## src/rtl/vm_match_engine_pkg.sv

```systemverilog
// Shared definitions for the VM match engine: VM word layout, FSM states
// and the fine-phi distance helper.
package vm_match_engine_pkg;

    // VM projection / stub word: {index[12:6], zbin[5:3], phi_fine[2:0]}
    localparam int unsigned WORD_W   = 13;
    localparam int unsigned INDEX_HI = 12;
    localparam int unsigned INDEX_LO = 6;
    localparam int unsigned ZBIN_HI  = 5;
    localparam int unsigned ZBIN_LO  = 3;
    localparam int unsigned PHI_HI   = 2;
    localparam int unsigned PHI_LO   = 0;
    localparam int unsigned PHI_W    = PHI_HI - PHI_LO + 1;
    localparam int unsigned DIST_W   = PHI_W + 1;

    typedef enum logic [2:0] {
        ST_IDLE = 3'd0,
        ST_LOAD = 3'd1,
        ST_SCAN = 3'd2,
        ST_NEXT = 3'd3,
        ST_DONE = 3'd4
    } state_t;

    // Unsigned |a - b| of two fine-phi fields, one bit wider than the fields
    function automatic logic [DIST_W-1:0] phi_dist(input logic [PHI_W-1:0] a,
                                                   input logic [PHI_W-1:0] b);
        return (a >= b) ? DIST_W'(a - b) : DIST_W'(b - a);
    endfunction

endpackage

```

## src/rtl/vm_match_compare.sv

```systemverilog
// Compatibility test of one (projection, stub) pair plus its output register.
// hit_c is the raw combinational verdict; hit/pair are the registered result,
// only updated when the caller enables the write.
module vm_match_compare
    import vm_match_engine_pkg::*;
#(
    parameter int unsigned IDX_W   = 7,
    parameter int unsigned PHI_TOL = 1
) (
    input  logic                 clk,
    input  logic                 reset,
    input  logic                 en,
    input  logic [WORD_W-1:0]    proj_word,
    input  logic [WORD_W-1:0]    stub_word,
    output logic                 hit_c,
    output logic                 hit,
    output logic [2*IDX_W-1:0]   pair
);

    logic              zbin_eq_c;
    logic [DIST_W-1:0] phi_d_c;

    assign zbin_eq_c = (proj_word[ZBIN_HI:ZBIN_LO] == stub_word[ZBIN_HI:ZBIN_LO]);
    assign phi_d_c   = phi_dist(proj_word[PHI_HI:PHI_LO], stub_word[PHI_HI:PHI_LO]);
    assign hit_c     = zbin_eq_c && (phi_d_c <= DIST_W'(PHI_TOL));

    // Register the verdict and the index pair of an accepted match
    always_ff @(posedge clk or posedge reset) begin
        if (reset) begin
            hit  <= 1'b0;
            pair <= '0;
        end else begin
            hit <= en && hit_c;
            if (en && hit_c) begin
                pair <= {IDX_W'(proj_word[INDEX_HI:INDEX_LO]),
                         IDX_W'(stub_word[INDEX_HI:INDEX_LO])};
            end
        end
    end

endmodule

```

## src/rtl/vm_match_engine.sv

```systemverilog
// VM match engine: for each stored VM projection, scans all VM stubs and
// writes every z-bin / fine-phi compatible pair into the candidate memory.
module vm_match_engine
    import vm_match_engine_pkg::*;
#(
    parameter int unsigned ADDR_W  = 9,
    parameter int unsigned IDX_W   = 7,
    parameter int unsigned PHI_TOL = 1
) (
    input  logic                 clk,
    input  logic                 reset,
    input  logic                 en_proc,
    input  logic [ADDR_W-1:0]    nproj,
    input  logic [ADDR_W-1:0]    nstub,
    output logic [ADDR_W-1:0]    read_proj,
    input  logic [WORD_W-1:0]    vm_projection,
    output logic [ADDR_W-1:0]    read_stub,
    input  logic [WORD_W-1:0]    vm_stub,
    output logic                 wr_en,
    output logic [ADDR_W-1:0]    wr_add,
    output logic [2*IDX_W-1:0]   match,
    output logic [ADDR_W-1:0]    nmatch,
    output logic                 busy,
    output logic                 done,
    output logic                 overflow
);

    state_t              state;
    logic [ADDR_W-1:0]   nproj_q;
    logic [ADDR_W-1:0]   nstub_q;
    logic [WORD_W-1:0]   proj_q;
    logic                stub_vld;
    logic                full_c;
    logic                cmp_en_c;
    logic                hit_c;

    // Candidate memory is full once its last address is reached; stay there
    assign full_c   = (nmatch == {ADDR_W{1'b1}});
    assign cmp_en_c = stub_vld && !full_c;

    vm_match_compare #(
        .IDX_W   (IDX_W),
        .PHI_TOL (PHI_TOL)
    ) u_cmp (
        .clk       (clk),
        .reset     (reset),
        .en        (cmp_en_c),
        .proj_word (proj_q),
        .stub_word (vm_stub),
        .hit_c     (hit_c),
        .hit       (wr_en),
        .pair      (match)
    );

    // Scan sequencer plus match bookkeeping; read_proj/read_stub double as p/k
    always_ff @(posedge clk or posedge reset) begin
        if (reset) begin
            state     <= ST_IDLE;
            read_proj <= '0;
            read_stub <= '0;
            wr_add    <= '0;
            nmatch    <= '0;
            busy      <= 1'b0;
            done      <= 1'b0;
            overflow  <= 1'b0;
            nproj_q   <= '0;
            nstub_q   <= '0;
            proj_q    <= '0;
            stub_vld  <= 1'b0;
        end else begin
            done     <= 1'b0;
            stub_vld <= 1'b0;

            // Stub data read last cycle is compared now; write lands this edge
            if (stub_vld && hit_c) begin
                if (full_c) begin
                    overflow <= 1'b1;
                end else begin
                    wr_add <= nmatch;
                    nmatch <= nmatch + ADDR_W'(1);
                end
            end

            case (state)
                ST_IDLE: begin
                    if (en_proc) begin
                        nproj_q   <= nproj;
                        nstub_q   <= nstub;
                        read_proj <= '0;
                        read_stub <= '0;
                        nmatch    <= '0;
                        overflow  <= 1'b0;
                        wr_add    <= '0;
                        busy      <= 1'b1;
                        // An empty event has nothing to load: finish directly
                        state     <= (nproj == '0 || nstub == '0) ? ST_DONE : ST_LOAD;
                    end
                end
                ST_LOAD: begin
                    read_stub <= '0;
                    state     <= ST_SCAN;
                end
                ST_SCAN: begin
                    stub_vld <= 1'b1;
                    if (read_stub == '0) begin
                        proj_q <= vm_projection;
                    end
                    if (read_stub + ADDR_W'(1) == nstub_q) begin
                        state <= ST_NEXT;
                    end else begin
                        read_stub <= read_stub + ADDR_W'(1);
                    end
                end
                ST_NEXT: begin
                    if (read_proj + ADDR_W'(1) == nproj_q) begin
                        state <= ST_DONE;
                    end else begin
                        read_proj <= read_proj + ADDR_W'(1);
                        state     <= ST_LOAD;
                    end
                end
                ST_DONE: begin
                    done  <= 1'b1;
                    busy  <= 1'b0;
                    state <= ST_IDLE;
                end
                default: state <= ST_IDLE;
            endcase
        end
    end

endmodule
```

## config.mk

```make
export PLATFORM = sky130hd
export DESIGN_NAME = vm_match_engine
export DESIGN_NICKNAME = d
export VERILOG_FILES = /design/src/rtl/vm_match_engine_pkg.sv /design/src/rtl/vm_match_compare.sv /design/src/rtl/vm_match_engine.sv
export SDC_FILE = /design/constraint.sdc
export NUM_CORES = 1
export LEC_CHECK = 0
export CORE_MARGIN = 2
export CORE_UTILIZATION = 40
export CTS_CLUSTER_DIAMETER = 150
export DETAILED_ROUTE_END_ITERATION = 8
export GPL_TIMING_DRIVEN = 0
export SLEW_MARGIN = 20
export SYNTH_ARGS = -nofsm -noshare
export SYNTH_HDL_FRONTEND = slang
export SYNTH_SLANG_ARGS = --single-unit
```

## constraint.sdc

```tcl
create_clock -name clk -period 5.8 [get_ports clk]
set_clock_uncertainty 0.15 [all_clocks]
set_input_delay 1.16 -clock clk [delete_from_list [all_inputs] [get_ports clk]]
set_output_delay 1.16 -clock clk [all_outputs]
set_load 0.1 [all_outputs]
```

* Word level (Yosys, flattened, before mapping)
Cells that the tools add are included.
** Storage, ports and cells
- Latch bits :: 0
- Output and inout bits :: 54
- Memory bits (read-only) :: 0
- Memories kept :: 0
- Register bits after elaboration :: 89
- Bits of input ports :: 47
- Logic and storage cells :: 79
- RAM bits :: 0
** Operators by class
- Shifts and indexed selects :: 0
- Divide/modulo/power cells :: 0
- Order comparisons :: 2
- $add $sub $neg :: 5
- Multiplexer cells :: 27
- Equality and inequality tests :: 12
- Reduce and logical (&&, ||, !) cells :: 19
- $mul :: 0
- Bitwise gates (word level) :: 0
** Operators with widths (number)
- 9-bit 2-to-1 mux :: 11
- 9-bit by 1-bit adder with 9-bit output, second input constant :: 3
- 9-bit logical NOT :: 3
- 9-bit one-hot mux with 3 select lines :: 1
- 9-bit equality test :: 2
- 9-bit one-hot mux with 2 select lines :: 1
- 3-bit 2-to-1 mux :: 4
- 3-bit one-hot mux with 4 select lines :: 1
- 9-bit equality test, second input constant :: 1
- 2-bit inequality test, second input constant :: 4
- 2-bit AND reduction :: 4
- 3-bit by 3-bit subtractor with 4-bit output :: 2
- 1-bit 2-to-1 mux :: 7
- 3-bit by 2-bit equality test with 1-bit output, second input constant :: 2
- 3-bit AND reduction :: 2
- 4-bit by 1-bit <= comparator with 1-bit output, second input constant :: 1
- 1-bit logical AND :: 4
- 4-bit 2-to-1 mux :: 1
- 2-bit nonzero test :: 2
- 3-bit by 1-bit equality test with 1-bit output, second input constant :: 1
- 3-bit equality test :: 1
- 3-bit equality test, second input constant :: 1
- 3-bit >= comparator :: 1
- 3-bit logical NOT :: 1
- other kinds (4) :: 4

* Depth between registers and ports, before layout
Gate-level depths: netlist (run 1).
- Depth after elaboration :: 8
- Gate-level depth with buffers :: 12
- Depth with buffers taken out :: 10

* Modules after synthesis
A second synthesis (run 1) with hierarchy kept.
** Unflattened totals
- Cell total of the unflattened synthesis :: 492
- Area total of the unflattened synthesis :: 4923.5 µm²
** Modules (own cells, without submodules)
- vm_match_engine :: cells an instance 424, area an instance 4017.6 µm², instances 1
- vm_match_compare :: cells an instance 68, area an instance 905.9 µm², instances 1

* Worst setup path before layout (run 1)
OpenSTA, ideal clock, no wires.
- Path type :: in2reg
- Start :: in vm_stub[0]
- End :: reg nmatch[2]
- Arrival :: 3.388 ns
- Path slack :: 2.126 ns
- Setup time :: 0.136 ns
- Cell stages on the path :: 10
- Required time :: 5.514 ns
- Cell sequence :: ha_1 > fa_1 > inv_1 > fa_1 > a2111oi_2 > o211ai_1 > buf_2 > buf_2 > o21ai_0 > a21oi_1
** Between the ends
- Longest elaborated chain between the ends :: 8
- Elaborated cells between the ends (all ways) :: 10
** RTL lines
- start, declared :: RTL line vm_match_engine.sv:18 : input logic [WORD_W-1:0] vm_stub,
- 3-bit by 3-bit subtractor with 4-bit output or 3-bit >= comparator (tied branches) :: RTL line vm_match_engine_pkg.sv:27 : return (a >= b) ? DIST_W'(a - b) : DIST_W'(b - a);
- 4-bit 2-to-1 mux (*) :: RTL line vm_match_engine_pkg.sv:27
- 4-bit by 1-bit <= comparator with 1-bit output (*) :: RTL line vm_match_compare.sv:25 : assign hit_c = zbin_eq_c && (phi_d_c <= DIST_W'(PHI_TOL));
- 1-bit logical AND (*) :: RTL line vm_match_compare.sv:25
- 1-bit logical AND (*) :: RTL line vm_match_engine.sv:75 : if (stub_vld && hit_c) begin
- 9-bit 2-to-1 mux (*) :: RTL line vm_match_engine.sv:75
- 9-bit 2-to-1 mux :: RTL line vm_match_engine.sv:86 : if (en_proc) begin
- 9-bit 2-to-1 mux (*) :: RTL line vm_match_engine.sv:84 : case (state)
- end signal, assigned :: RTL line vm_match_engine.sv:80 : nmatch <= nmatch + ADDR_W'(1);
- end, declared :: RTL line vm_match_engine.sv:22 : output logic [ADDR_W-1:0] nmatch,
Every way passes the cells marked *; elsewhere a longest branch is shown, timed or not.
A chain may end at the register's enable or synchronous reset.

* Worst setup path after layout (run 1)
Same ends and word-level chain as after synthesis.

==> results of run 1 <==
-- area by class of cell --
type	count	area (sq um)
clock buffers	11	243
inverters	25	96.3
multi-input cells	352	2420
well taps	147	184
clock inverters	5	61.3
flip-flops and latches	89	2230
fillers	1134	5550
plain buffers	23	116
repair buffers	101	1020
-- logic make-up after synthesis --
group | Yosys count | synth area share
and+or+nand+nor | 189 | 0.194
DFF | 89 | 0.459
AOI/OAI and AO/OA | 88 | 0.136
buffers and inverters | 48 | 0.0433
muxes | 37 | 0.0835
xor gates and xnor gates | 25 | 0.0467
adders and majority gates | 13 | 0.0381
-- placed cells by master, fill, tap and decap left out, types with 8 or more instances in the layout --
master | netlist | routed
nor2_1 | 26 | 26
o21ai_0 | 18 | 18
clkdlybuf4s50_1 | 0 | 100
a21oi_1 | 12 | 12
nand2_1 | 74 | 74
nor3_1 | 13 | 13
nand3_1 | 17 | 17
nand4_1 | 8 | 8
mux2_2 | 28 | 28
xor2_1 | 11 | 11
clkbuf_1 | 10 | 11
dfrtp_1 | 89 | 89
clkbuf_16 | 0 | 9
xnor2_1 | 13 | 13
ha_1 | 10 | 10
inv_1 | 25 | 24
mux2i_1 | 9 | 9
-- per-layer routing --
layer	wire (microns)	global-route usage	vias to the layer above	share of wire
met1	5470	0.261	1959	0.45
met3	915	0.0821	10	0.075
met4	125	0.0455	0	0.010
met5	0	0	-	0
met2	5740	0.317	105	0.47
li1	-	-	1961	-
-- Yosys cell counts, types with 3 or more instances --
library cell and instances:
a31oi_1 5, nor2_1 26, a21oi_1 12, mux2i_1 9, o211a_1 3, and3_1 7, o221a_2 4, nor3_1 13
a211oi_1 5, or3_1 7, or2_2 3, inv_1 25, fa_1 3, buf_4 4, nand2_1 74, nand4_1 8
xnor2_1 13, dfrtp_1 89, a2bb2oi_1 4, nand3_1 17, mux2_2 28, or4_1 4, ha_1 10, o211ai_1 4
nor4_1 7, o21a_1 5, a21boi_0 3, nor3b_1 4, clkbuf_1 10, o21ai_0 18, xor2_1 11, buf_2 6
-- sequential cells by signal, summed over array words and instances, names as in the netlist --
| register | count |
|---|---|
| u_cmp.pair | 14 |
| proj_q | 13 |
| nmatch | 9 |
| nproj_q | 9 |
| nstub_q | 9 |
| read_proj | 9 |
| read_stub | 9 |
| wr_add | 9 |
| state | 3 |
| busy | 1 |
| done | 1 |
| overflow | 1 |
| stub_vld | 1 |
| u_cmp.hit | 1 |
-- power by group --
part	leakage [uW]	switching (uW)	total [uW]	internal, uW
Clock	0.000151	254	603	349
Sequential	0.00116	139	929	790
Combinational	0.00153	882	1360	480
Total	0.00285	1280	2890	1620
-- final timing paths --
check                                        from                endpoint  slack [ps]
max                                    vm_stub[0]     nmatch[2]$_DFF_PP0_        1620
min                        nstub_q[8]$_DFFE_PP0P_  nstub_q[8]$_DFFE_PP0P_         350
max reg2reg                 proj_q[0]$_DFFE_PP0P_     nmatch[2]$_DFF_PP0_        2480
min reg2reg                nstub_q[8]$_DFFE_PP0P_  nstub_q[8]$_DFFE_PP0P_         350
max in group asynchronous                   reset        busy$_DFFE_PP0P_        3750
min in group asynchronous                   reset   proj_q[0]$_DFFE_PP0P_        1100
-- critical path: stages --
cell and delay [ps]:
clkdlybuf4s50_1 420, ha_1 240, fa_1 360, inv_1 90, fa_1 430, a2111oi_2 550, o211ai_1 230, buf_2 260
buf_2 240, o21ai_0 180, a21oi_1 80
-- metrics by stage --
| step | cell area, sq um | setup slack, ps | hold slack [ps] |
|---|---|---|---|
| 6_report | 6370 | 1620 | 348 |
| 5_1_grt | 6370 | 1400 | 369 |
| 4_1_cts | 6370 | 1610 | 354 |
| 3_5_place_dp | 6060 | 1240 | 336 |
| 3_3_place_gp | 6040 | 736 | 325 |
| 2_1_floorplan | 4850 | 2130 | 305 |
==> impl_metrics.env, run 1 <==
export IMPL_ys_ff_latch=89
export IMPL_synthFlopType="dfrtp_1"
export IMPL_worst_slew_pin_slew_ps=1050
export IMPL_slew_headroom=0.299
export IMPL_critPathMaxFanout=10
export IMPL_finalCritPeriodShare=0.720
export IMPL_die_w_microns=114
export IMPL_r2r_cells=11
export IMPL_worstPathRequired_ps=5860
export IMPL_final_cells=753
export IMPL_finalCriticalPeriod_ps=4180
export IMPL_die_area_sq_mm=0.0130
export IMPL_place_congestion=0.855
export IMPL_synthArstFlopShare=1.00
export IMPL_status="completed"
export IMPL_placeableCoreArea_sq_mm=0.0119
export IMPL_layout_drive_gt1_share=0.129
export IMPL_cts_tree="built"
export IMPL_clock_latency_ps=340
export IMPL_numCtsBuffers=9
export IMPL_syn2layout_area_growth_pct=31.1
export IMPL_hp_class="flop to flop"
export IMPL_post_cts_setup_buffers=0
export IMPL_yosysTopAreaCell="dfrtp_1"
export IMPL_synth_top_cell_area_share=0.459
export IMPL_clk_pin_slew_worst_paths_ps=70
export IMPL_rsz0062_at_grt="no"
export IMPL_p_per_area_mw_per_mm2=455
export IMPL_antenna_found_initial=0
export IMPL_die_y_microns=114
export IMPL_maxSlewViolCount=0
export IMPL_via_count=4035
export IMPL_first_global_vias=4137
export IMPL_fin_nets=661
export IMPL_rows=40
export IMPL_cts_htree_levels=3
export IMPL_syn_nets=549
export IMPL_p_leak_uw=0.00285
export IMPL_cts_hold_buf=0
export IMPL_drc=0
export IMPL_vias_per_cell=5.36
export IMPL_max_freq_mhz=239
export IMPL_whs_path_depth=2
export IMPL_dr_pass1_iters=4
export IMPL_netlist_instances=489
export IMPL_yosys_warnings=0
export IMPL_seq_area_frac_synth=0.459
export IMPL_end_kind="flop"
export IMPL_max_cap_violations=0
export IMPL_grt_max_degree=50
export IMPL_io_pins=101
export IMPL_root_buffer="clkbuf_16"
export IMPL_initialDrtViolationCount=183
export IMPL_irDropWorstVdd_v=0.000289
export IMPL_final_hold_viol_count=0
export IMPL_synth_enable_flop_cells=0
export IMPL_synthTopCellsByArea="dfrtp_1 46%, mux2_2 6.5%, nand2_1 5.7%"
export IMPL_grt_usage=0.201
export IMPL_total_power_uw=2890
export IMPL_cts_buffer_depth=2
export IMPL_wirelength_microns=12300
export IMPL_globalRouteOverflowTotal=0
export IMPL_ant_nets=0
export IMPL_fin_tns_setup_ps=0
export IMPL_num_antenna_cells=0
export IMPL_cts_resized=0
export IMPL_grt_pass1_wl_microns=20700
export IMPL_netlist_cell_type_count=66
export IMPL_numPortBuffers=100
export IMPL_avgSynthCellArea_sq_um=9.93
export IMPL_synthesis_area_sq_mm=0.00485
export IMPL_wl_per_cell_microns=16.3
export IMPL_cts_sinks=89
export IMPL_fin_util=0.534
export IMPL_initial_core_util=0.408
export IMPL_dp_hpwl_microns=9090
export IMPL_setup_viol=0
export IMPL_arrival_ps=4240
export IMPL_path_class="primary input to flop"
export IMPL_critPathLaunchType="primary input"
export IMPL_dp_cells=737
Note: power is estimated with default switching activity, not from simulation.
==> inputs of run 2 (changes only) <==
--- a/config.mk
+++ b/config.mk
@@ -10,6 +10,7 @@
 export CTS_CLUSTER_DIAMETER = 150
 export DETAILED_ROUTE_END_ITERATION = 8
 export GPL_TIMING_DRIVEN = 0
+export PLACE_DENSITY = 0.67
 export SLEW_MARGIN = 20
 export SYNTH_ARGS = -nofsm -noshare
 export SYNTH_HDL_FRONTEND = slang
==> constraint.sdc (replaced) <==
create_clock -name clk -period 3.4 [get_ports clk]
set_clock_uncertainty 0.15 [all_clocks]
set_input_delay 0.68 -clock clk [delete_from_list [all_inputs] [get_ports clk]]
set_output_delay 0.68 -clock clk [all_outputs]
set_load 0.1 [all_outputs]
==> run 2 against run 1 <==
  * Combinational power up 74%
  * Utilization up 0.78 points
  * Register-to-register slack worse by 2000 ps
  * Die area unchanged
  * Final area up 1.5%
  * Worst hold slack about the same
  * Global-route usage down 0.14 points
  * Sequential share of layout area down 0.50 points
  * Largest power group unchanged
==> impl_metrics.env, run 2 (synthesis gave the netlist of run 1 again) <==
export IMPL_vias_per_cell=5.41
export IMPL_arrival_ps=3430
export IMPL_whs_ps=349
export IMPL_final_cell_mix="99 x clkdlybuf4s50_1, 89 x dfrtp_1, 74 x nand2_1"
export IMPL_crit_path_cell_trace="clkdlybuf4s50_1, ha_2, fa_2, inv_2, fa_1, a31oi_2, a2111oi_4, o211ai_1, buf_4, buf_4, mux2_2"
export IMPL_status="completed"
export IMPL_via_count=4098
export IMPL_cts_tree="built"
export IMPL_worstHoldEndpoint="nstub_q[4]$_DFFE_PP0P_"
export IMPL_r2r_end="u_cmp.pair[5]$_DFFE_PP0P_"
export IMPL_maxSlewViolCount=0
export IMPL_numCtsBuffers=9
export IMPL_finalCriticalPeriod_ps=3350
export IMPL_whs_path_depth=2
export IMPL_path_class="primary input to flop"
export IMPL_fin_nets=665
export IMPL_slowest_delay_ps=480
export IMPL_p_leak_uw=0.00288
export IMPL_cp_top_family="buffers and inverters"
export IMPL_multi_input_area_sq_mm=0.00245
export IMPL_grt_usage=0.200
export IMPL_worstHoldStart="nstub_q[4]$_DFFE_PP0P_"
export IMPL_cp_startpoint="vm_stub[0]"
export IMPL_dr_pass1_iters=4
export IMPL_slew_headroom=0.309
export IMPL_initial_core_util=0.408
export IMPL_switching_share=0.442
export IMPL_finalCritPeriodShare=0.986
export IMPL_seqCellArea_sq_mm=0.00223
export IMPL_met3_usage=0.0551
export IMPL_grt_max_degree=50
export IMPL_busiest_layer="met2"
export IMPL_critPathMaxFanout=10
export IMPL_io_pins=101
export IMPL_mostFrequentLayoutCell="clkdlybuf4s50_1"
export IMPL_internal_power_uw=2780
export IMPL_clock_latency_ps=340
export IMPL_setup_viol=0
export IMPL_crit_buf_inv=4
export IMPL_syn2layout_area_growth_pct=33.0
export IMPL_rows=40
export IMPL_worstPathRequired_ps=3480
export IMPL_hp_class="flop to flop"
export IMPL_layout_drive_gt1_share=0.149
export IMPL_wirelength_microns=12200
export IMPL_max_freq_mhz=298
export IMPL_r2r_start="proj_q[0]$_DFFE_PP0P_"
export IMPL_num_antenna_cells=0
export IMPL_root_buffer="clkbuf_16"
export IMPL_seq_power_share=0.318
export IMPL_clk_pin_slew_worst_paths_ps=70
export IMPL_critPathLaunchType="primary input"
export IMPL_die_area_sq_mm=0.0130
export IMPL_cts_sinks=89
export IMPL_pwr_share_clk=0.208
export IMPL_p_per_area_mw_per_mm2=772
export IMPL_ant_nets=0
export IMPL_final_hold_viol_count=0
export IMPL_total_power_uw=4990
export IMPL_rrSetupSlack_ps=440
export IMPL_numPortBuffers=100
export IMPL_p_comb_frac=0.474
export IMPL_end_kind="flop"
export IMPL_place_congestion=0.844
export IMPL_irDropWorstVdd_v=0.000455
export IMPL_die_w_microns=114
export IMPL_slowest_stage="clkdlybuf4s50_1"
export IMPL_antenna_found_initial=0
export IMPL_top_register="u_cmp.pair"
export IMPL_initialDrtViolationCount=156
export IMPL_reg_largest_list="u_cmp.pair x14, proj_q x13"
export IMPL_drc=0
export IMPL_wl_per_cell_microns=16.1
export IMPL_placeableCoreArea_sq_mm=0.0119
export IMPL_grtUsageMet2=0.327
export IMPL_first_global_vias=4166
export IMPL_dp_hpwl_microns=9080
export IMPL_max_cap_violations=0
export IMPL_die_y_microns=114
export IMPL_largest_register_ffs=14
export IMPL_worst_slew_pin_slew_ps=1030
export IMPL_switchingPower_uw=2200
export IMPL_r2r_cells=11
export IMPL_globalRouteOverflowTotal=0
export IMPL_grt_pass1_wl_microns=20600
export IMPL_grt_util_met1=0.258
export IMPL_n_fill_cell=1099
export IMPL_cpMostUsedCell="buf_4"
export IMPL_cts_htree_levels=3
export IMPL_cts_buffer_depth=2
==> run 2: cell types whose count changed in the layout (fill, tap and decap cells not counted), sizes merged <==
cell           previous run  this run
clkinvlp                  0         2
dlymetal6s2s              0         1
clkinv                    2         1
buf                      14        19
clkdlybuf4s50           100        99
clkbuf                   21        19
==> run 2: power groups by stage <==
stage               clock [uW]  sequential (uW)  combinational, uW
floorplan                    0             2160               1180
global placement             0             1590               2280
detailed placement           0             1600               2330
CTS                       1060             1590               2360
global route              1110             1630               2580
finish                    1040             1590               2370
==> run 2: area by class of cell <==
class / instances / area share
clock buffer: 10 / 0.0370
multi-input combinational: 352 / 0.379
sequential: 89 / 0.345
tap: 147 / 0.0285
inverter: 25 / 0.0149
buffer: 23 / 0.0200
timing repair buffer: 105 / 0.164
clock inverter: 6 / 0.0114
==> run 2: worst min-delay path: cells and delay by family (launching register included) <==
family / cells / cell delay (ps)
flip-flops: 1 / 360
AND/OR/NAND/NOR: 2 / 120
==> run 2: worst max path at each step <==
stage	end	slack, ps	depth (start not counted)
after floorplan	nmatch[2]$_DFF_PP0_	210	10
after global placement	read_proj[5]$_DFFE_PP0P_	-1150	2
after detailed placement	nmatch[2]$_DFF_PP0_	-560	11
after CTS	nmatch[2]$_DFF_PP0_	20	11
after global routing	nmatch[3]$_DFF_PP0_	-2	11
final	u_cmp.pair[5]$_DFFE_PP0P_	50	11
==> run 2: metal layers <==
metal / vias to the layer above / part of all wire
met5: - / 0
li1: 1977 / -
met2: 107 / 0.48
met1: 2002 / 0.43
met4: 0 / 0.016
met3: 12 / 0.071
==> run 2: what timing repair did <==
item                                    CTS  global route
setup buffers                             3             1
endpoints found under the setup margin   20            29
hold buffers                              0             0
pin swaps                                 2             4
gates resized for setup                   4            16
==> run 2: through the flow <==
stage | worst slack [ps] | TNS [ps] | instances | utilization | cell area (sq um)
final | 48.6 | 0 | 757 | 0.542 | 6460
after global routing | -1.93 | -1.93 | 757 | 0.542 | 6460
after CTS | 17.5 | 0 | 756 | 0.539 | 6420
after detailed placement | -564 | -12730 | 737 | 0.510 | 6070
after global placement | -1150 | -114540 | 736 | 0.507 | 6040
after floorplan | 206 | 0 | 489 | - | 4850
